**config.mk**
```make
export PLATFORM = sky130hd
export DESIGN_NAME = snake_head_ctrl
export DESIGN_NICKNAME = d
export VERILOG_FILES = /design/src/rtl/snake_head_ctrl_pkg.sv /design/src/rtl/slow_tick_det.sv /design/src/rtl/snake_head_ctrl.sv
export SDC_FILE = /design/constraint.sdc
export NUM_CORES = 1
export LEC_CHECK = 0
export BUFFER_PORTS_ARGS = -buffer_cell sky130_fd_sc_hd__buf_2
export CORE_MARGIN = 10
export CORE_UTILIZATION = 57
export CTS_BUF_LIST = sky130_fd_sc_hd__clkbuf_4
export CTS_CLUSTER_DIAMETER = 50
export DETAILED_ROUTE_END_ITERATION = 6
export PLACE_DENSITY = 0.81
export SLEW_MARGIN = 20
export SYNTH_ARGS = -nofsm -noshare
export SYNTH_HDL_FRONTEND = slang
export SYNTH_SLANG_ARGS = --single-unit
```
**constraint.sdc**
```tcl
create_clock -name CLOCK -period 2.1 [get_ports CLOCK]
set_input_delay 0.42 -clock CLOCK [delete_from_list [all_inputs] [get_ports CLOCK]]
set_output_delay 0.42 -clock CLOCK [all_outputs]
set_load 0.01 [all_outputs]
```
**src/rtl/snake_head_ctrl_pkg.sv**
```systemverilog
// snake_head_ctrl_pkg: shared heading/state encodings and default grid size
package snake_head_ctrl_pkg;
  localparam int DEF_GRID_W = 32;
  localparam int DEF_GRID_H = 24;
  typedef enum logic [1:0] {DIR_UP, DIR_RIGHT, DIR_DOWN, DIR_LEFT} dir_t;
  typedef enum logic [1:0] {ST_IDLE, ST_RUN, ST_DEAD} state_t;
endpackage

```
**src/rtl/slow_tick_det.sv**
```systemverilog
// slow_tick_det: one-CLOCK tick on each rising edge of the game-rate SLOW_CLOCK
module slow_tick_det (
  input  logic CLOCK,
  input  logic RESET,
  input  logic SLOW_CLOCK,
  output logic TICK
);
  logic prev;
  always_ff @(posedge CLOCK) prev <= RESET ? 1'b0 : SLOW_CLOCK;
  assign TICK = SLOW_CLOCK & ~prev;
endmodule

```
**src/rtl/snake_head_ctrl.sv**
```systemverilog
// snake_head_ctrl: game FSM and head position/heading update on each slow tick
module snake_head_ctrl
  import snake_head_ctrl_pkg::*;
#(
  parameter int GRID_W = DEF_GRID_W,
  parameter int GRID_H = DEF_GRID_H,
  parameter int START_X = 16,
  parameter int START_Y = 12,
  parameter int WRAP = 1,
  localparam int XW = $clog2(GRID_W),
  localparam int YW = $clog2(GRID_H)
) (
  input  logic          CLOCK,
  input  logic          RESET,
  input  logic          SLOW_CLOCK,
  input  logic          E,
  input  logic          L,
  input  logic          R,
  input  logic          COLLIDE,
  output logic [XW-1:0] HEAD_X,
  output logic [YW-1:0] HEAD_Y,
  output logic [1:0]    DIR,
  output logic          STEP,
  output logic          RUNNING,
  output logic          DEAD
);
  localparam logic [XW-1:0] XMAX = XW'(GRID_W - 1);
  localparam logic [YW-1:0] YMAX = YW'(GRID_H - 1);
  state_t state, state_n;
  dir_t dir, dir_n;
  logic [1:0] turn;
  logic [XW-1:0] x, x_n, mx;
  logic [YW-1:0] y, y_n, my;
  logic tick, wall, step_n;
  slow_tick_det u_tick (.CLOCK(CLOCK), .RESET(RESET), .SLOW_CLOCK(SLOW_CLOCK), .TICK(tick));
  // Turn is applied before the move, so the move uses the new heading
  always_comb begin
    turn = (L & ~R) ? dir - 2'd1 : (R & ~L) ? dir + 2'd1 : dir;
    wall = (turn == DIR_RIGHT && x == XMAX) || (turn == DIR_LEFT && x == '0) ||
           (turn == DIR_DOWN && y == YMAX) || (turn == DIR_UP && y == '0);
    mx = (turn == DIR_RIGHT) ? ((x == XMAX) ? '0 : x + XW'(1)) :
         (turn == DIR_LEFT) ? ((x == '0) ? XMAX : x - XW'(1)) : x;
    my = (turn == DIR_DOWN) ? ((y == YMAX) ? '0 : y + YW'(1)) :
         (turn == DIR_UP) ? ((y == '0) ? YMAX : y - YW'(1)) : y;
  end
  always_comb begin
    state_n = state;
    dir_n = dir;
    x_n = x;
    y_n = y;
    step_n = 1'b0;
    if (state == ST_RUN && COLLIDE) state_n = ST_DEAD;
    else if (tick) begin
      if (state == ST_IDLE && E) state_n = ST_RUN;
      else if (state == ST_DEAD && E) begin
        state_n = ST_IDLE;
        x_n = XW'(START_X);
        y_n = YW'(START_Y);
        dir_n = DIR_RIGHT;
      end else if (state == ST_RUN && WRAP == 0 && wall) state_n = ST_DEAD;
      else if (state == ST_RUN) begin
        dir_n = dir_t'(turn);
        x_n = mx;
        y_n = my;
        step_n = 1'b1;
      end
    end
  end
  always_ff @(posedge CLOCK) begin
    if (RESET) begin
      state <= ST_IDLE;
      dir <= DIR_RIGHT;
      x <= XW'(START_X);
      y <= YW'(START_Y);
      STEP <= 1'b0;
    end else begin
      state <= state_n;
      dir <= dir_n;
      x <= x_n;
      y <= y_n;
      STEP <= step_n;
    end
  end
  assign HEAD_X = x;
  assign HEAD_Y = y;
  assign DIR = dir;
  assign RUNNING = state == ST_RUN;
  assign DEAD = state == ST_DEAD;
endmodule

```
* Word level (Yosys, flattened, before mapping)
Cells that the tools add are included.
Storage, ports and cells: register bits 16, latch bits 0, memory bits (writable) 0, bits in read-only memories 0, input bits 7, output and inout port bits 15, memories kept 0
Operators by class: add/subtract/negate cells 6, multiply operators 0, divide/modulo/power cells 0, magnitude comparators 0, equality and inequality tests 7, shift-type cells 0, multiplexer cells 21, bitwise operators 9, reduce and logical (&&, ||, !) cells 20
Operator list (number):
- two-way mux 5 bit | 12
- two-way mux 2 bit | 8
- adder 5 x 1 -> 5 bit (second input constant) | 2
- == test 5 bit (second input constant) | 2
- logical NOT 5 bit | 2
- AND reduction 5 bit | 2
- subtractor 5 x 1 -> 5 bit (second input constant) | 2
- nonzero test 3 bit | 3
- == test 2 bit (second input constant) | 3
- NOT 1 bit | 6
- nonzero test 2 bit | 3
- OR reduction 5 bit | 1
- == test 2 x 1 -> 1 bit (second input constant) | 2
- logical NOT 2 bit | 2
- AND reduction 2 bit | 2
- AND reduction 4 bit | 1
- bitwise AND 1 bit | 3
- logical AND 1 bit | 3
- adder 2 x 1 -> 2 bit (second input constant) | 1
- OR reduction 2 bit | 1
- subtractor 2 x 1 -> 2 bit (second input constant) | 1
- two-way mux 1 bit | 1

* Depth between registers and ports, before layout
word-level depth 9, gate-level depth with buffers 7, depth with buffers taken out 7

* Cells and area by module
From an unflattened synthesis, not the netlist that was laid out.
Unflattened totals: cells, all modules 151, area, all modules 1236.2 sq um
Modules (own cells, without submodules):
- snake_head_ctrl | times used 1, cells each 148, area each 1188.6 sq um, seq. area each 300.3 sq um
- slow_tick_det | times used 1, cells each 3, area each 47.5 sq um, seq. area each 20.0 sq um

* Worst setup path after synthesis
Ideal clock, no wire load.
path kind register -> register, from register dir[0] (netlist: DIR[0]), to register y[4] (netlist: HEAD_Y[4]), library setup time 0.122 ns, arrival 1.813 ns, setup slack 0.165 ns, cell stages (with the launch flop) 7, cells stage by stage dfxtp_1 buf_2 and3b_1 o21a_1 nor2_1 mux2_2 a221o_1
On the way: cells in the longest elaborated chain, start to end 7
RTL lines:
- start, declared | line snake_head_ctrl.sv:30 | dir_t dir, dir_n;
- start signal, assigned | line snake_head_ctrl.sv:78 | dir <= dir_n;
- adder 2 x 1 -> 2 bit | line snake_head_ctrl.sv:38 | turn = (L & ~R) ? dir - 2'd1 : (R & ~L) ? dir + 2'd1 : dir;
- two-way mux 2 bit | line snake_head_ctrl.sv:38
- two-way mux 2 bit * | line snake_head_ctrl.sv:38
- == test 2 bit | line snake_head_ctrl.sv:43 | my = (turn == DIR_DOWN) ? ((y == YMAX) ? '0 : y + YW'(1)) :
- two-way mux 5 bit | line snake_head_ctrl.sv:43
- two-way mux 5 bit | line snake_head_ctrl.sv:61 | else if (state == ST_RUN) begin
- two-way mux 5 bit | line snake_head_ctrl.sv:55 | else if (state == ST_DEAD && E) begin
- end signal, assigned | line snake_head_ctrl.sv:74 | y <= YW'(START_Y);
- end signal, assigned | line snake_head_ctrl.sv:80 | y <= y_n;
- end, declared | line snake_head_ctrl.sv:33 | logic [YW-1:0] y, y_n, my;
Mark *: on every way between the ends. The rest lies on a longest branch, timed or not. The select of a mux whose other input is x is not followed. A chain may end at the register's enable or synchronous reset.

* Worst setup path after layout
from register dir[0] (netlist: DIR[0]), to register x[2] (netlist: HEAD_X[2])
On the way: cells in the longest elaborated chain, start to end 7
RTL lines:
- adder 2 x 1 -> 2 bit | line snake_head_ctrl.sv:38
- two-way mux 2 bit | line snake_head_ctrl.sv:38
- two-way mux 2 bit * | line snake_head_ctrl.sv:38
- == test 2 x 1 -> 1 bit | line snake_head_ctrl.sv:41 | mx = (turn == DIR_RIGHT) ? ((x == XMAX) ? '0 : x + XW'(1)) :
- two-way mux 5 bit | line snake_head_ctrl.sv:41
- two-way mux 5 bit | line snake_head_ctrl.sv:61
- two-way mux 5 bit | line snake_head_ctrl.sv:55
- end signal, assigned | line snake_head_ctrl.sv:73 | x <= XW'(START_X);
- end signal, assigned | line snake_head_ctrl.sv:79 | x <= x_n;
- end, declared | line snake_head_ctrl.sv:32 | logic [XW-1:0] x, x_n, mx;
Marks and branches as above.

==> reports/results.tsv <==
stage	metric	value	unit
logic_synthesis	ys_ff_latch	16	
logic_synthesis	yosys-top-cells-area	dfxtp_1, ha_1, a21oi_1	
grt	grt_pass1_vias	1121	
grt	grt_use_met2	21.9	%
finish	utilization	68.8	%
cts	postCtsResizedCells	0	
cts	htreeDepth	1	
sta	worstMarginPinSlew	0.575	ns
sta	min_period	1.88	ns
finish	design_area	1360	um2
logic_synthesis	synth.distinct_cells	48	
grt	top_usage_layer	met2	
grt	grt_usage	13.1	%
finish	num_antenna_cells	0	
floorplan	io_pins	22	
grt	grt-ovfl-total	0	
route	wire_per_inst	14.3	um
cts	clockBufferDepth	2	
cts	clk_pin_slew	0.09	ns
logic_synthesis	synth_warnings	0	
finish	area_delta_synth_final	14.4	%
placement	hpwl	2220	um
cts	root_buffer	clkbuf_4	
setup_path	crit_path_start_kind	register	
logic_synthesis	syn_avg_cell_area	7.95	um2
logic_synthesis	netlist.top_cell.by_area	dfxtp_1	
route	drt_iter0_drc	80	
logic_synthesis	synth_mux_area_share	4.41	%
floorplan	rows	16	
floorplan	die_x	65.7	um
grt	met3_usage	3.39	%
route	first_pass_iters	4	
sta	setup_viol	0	
finish	layout-drive-gt1-share	22.0	%
pwr	ir_drop	0.000417	V
placement	portBuffers	21	
cts	cts_tree	built	
logic_synthesis	ys_top_cells_by_count	dfxtp_1, inv_1, nand2_1	
sta	clock_skew	0.00169	ns
outcome	status	finished clean	
route	finalWirelength	2860	um
setup_path	required	2.28	ns
sta	finalCritPeriodShare	89.6	%
logic_synthesis	syn_area	1190	um2
setup_path	critPathCaptureType	register	
logic_synthesis	synth-xor-area-share	3.67	%
logic_synthesis	synth-async-reset-ratio	0	%
cts	clock_latency	0.29	ns
pwr	powerDensity	423	nW/um2
logic_synthesis	synth-simple-area-share	29.3	%
sta	slew_headroom	61.6	%
logic_synthesis	mappedNetlistNets	162	
worst_hold_path	worst_hold_path_type	in2reg	
finish	fin_nets	187	
grt	antenna_found_initial	0	
route	ant_nets	0	
route	vias	1216	
cts	cts_setup_buffers	0	
route	via_per_inst	6.08	
logic_synthesis	ys_seq_area_share	26.9	%
floorplan	core	1980	um2
grt	grt_pass1_wl	4680	um
cts	cts_buffers	3	
sta	slew_violations	0	
setup_path	path_max_fanout	10	
logic_synthesis	synth_edf_count	0	
route	drc	0	
setup_path	crit_type	reg2reg	
logic_synthesis	synth_top_area_share	26.9	%
floorplan	chipHeight	65.7	um
pwr	p_leak	0.597	nW
sta	tns	0	ns
sta	rsz0062_at_grt	false	
grt	grt_max_degree	11	
sta	hold_viol_final	0	
logic_synthesis	synth-adder-area-share	5.25	%
placement	place_area	1340	um2
floorplan	start_util	60.2	%
grt	grtUsageMet1	15.3	%
logic_synthesis	synth_compound_gate_area_share	24.8	%
sta	timing.fmax	531	MHz
cts	cts_hold_buffers	0	
sta	fin_ws	0.218	ns
placement	pre_cts_ws	0.176	ns
floorplan	dieArea	4320	um2
cts	cts.sinks	16	
setup_path	cp.arrival	2.07	ns
logic_synthesis	synth_top_family_by_area	simple AND/OR/NAND/NOR gates	
job	maxCapViolations	0	
logic_synthesis	synth.most_common_cell	dfxtp_1	
logic_synthesis	synthCells	150	
placement	routabilityCongestion	0.904	
logic_synthesis	ys.flop_type	dfxtp_1	
==> flip-flops by register name (all words and copies together) (netlist names) <==
signal       flops
HEAD_X           5
HEAD_Y           5
DIR              2
state            2
STEP             1
u_tick.prev      1
==> routing by layer <==
| metal | part of all wire (%) | wire length [um] |
|---|---|---|
| met3 | 7.8 | 224 |
| met5 | 0 | 0 |
| met4 | 1.3 | 38 |
| met2 | 46 | 1320 |
| met1 | 45 | 1280 |
==> stage by stage <==
step           hold slack (ns)  cells  power (mW)
6_report                 0.352    200       0.577
5_1_grt                  0.384    200       0.598
4_1_cts                  0.356    200       0.576
3_5_place_dp             0.525    197       0.419
3_3_place_gp             0.518    197       0.415
2_1_floorplan            0.516    150       0.387
==> where the power goes <==
| group | switching (mW) | internal (mW) |
|---|---|---|
| Combinational | 0.0560 | 0.0427 |
| Sequential | 0.00665 | 0.308 |
| Clock | 0.0965 | 0.0668 |
==> worst max-delay path, stage by stage, from the launching register on <==
cell and delay [ns]:
dfxtp_1 0.50, and4bb_2 0.27, a211oi_2 0.47, or3_1 0.21, a21oi_1 0.07, a221o_1 0.25
==> layout make-up <==
cell class | instances | area (um2)
sequential | 16 | 320
clock buffer | 3 | 22.5
tap | 27 | 33.8
fill | 158 | 618
timing repair buffer | 25 | 135
inverter | 13 | 48.8
multi-input combinational | 116 | 803
==> placed cells by master (no fill, tap or decap), types with 2 or more instances in the layout <==
cell type and instances:
a22oi_1 3, nand3_1 5, nor2b_1 6, o31ai_1 3, nor2_1 9, and3_1 2
mux2_2 2, nand2_1 11, mux2i_1 3, o21ai_0 6, inv_1 13, ha_1 5
or3_1 2, xnor2_1 4, nor3_1 4, o2bb2ai_1 2, dfxtp_1 16, a221o_1 2
or3b_2 2, buf_4 4, a21o_1 2, buf_2 21, nand3b_1 2, a221oi_1 3
a21oi_1 10, clkbuf_4 3, o22ai_1 2, nand2b_1 5
==> path summary, 6_finish.rpt <==
| path | start | end | slack [ns] | cells after the start |
|---|---|---|---|---|
| worst max-delay path | DIR[0] | HEAD_X[2] | 0.22 | 5 |
| worst min-delay path | SLOW_CLOCK | u_tick.prev | 0.35 | 2 |
| worst max register to register | DIR[0] | HEAD_X[2] | 0.22 | 5 |
| worst min register to register | HEAD_Y[1] | HEAD_Y[1] | 0.54 | 2 |
==> cell families (layout without fill, tap and decap cells) <==
kind of cell	after synthesis	after routing
AND/OR/NAND/NOR	59	59
buffers and inverters	18	41
AO/OA/AOI/OAI	42	42
adder cells (fa/ha/maj)	5	5
XOR/XNOR	5	5
flip-flops	16	16
multiplexers	5	5
No activity file was read; power rests on OpenSTA's default activity.
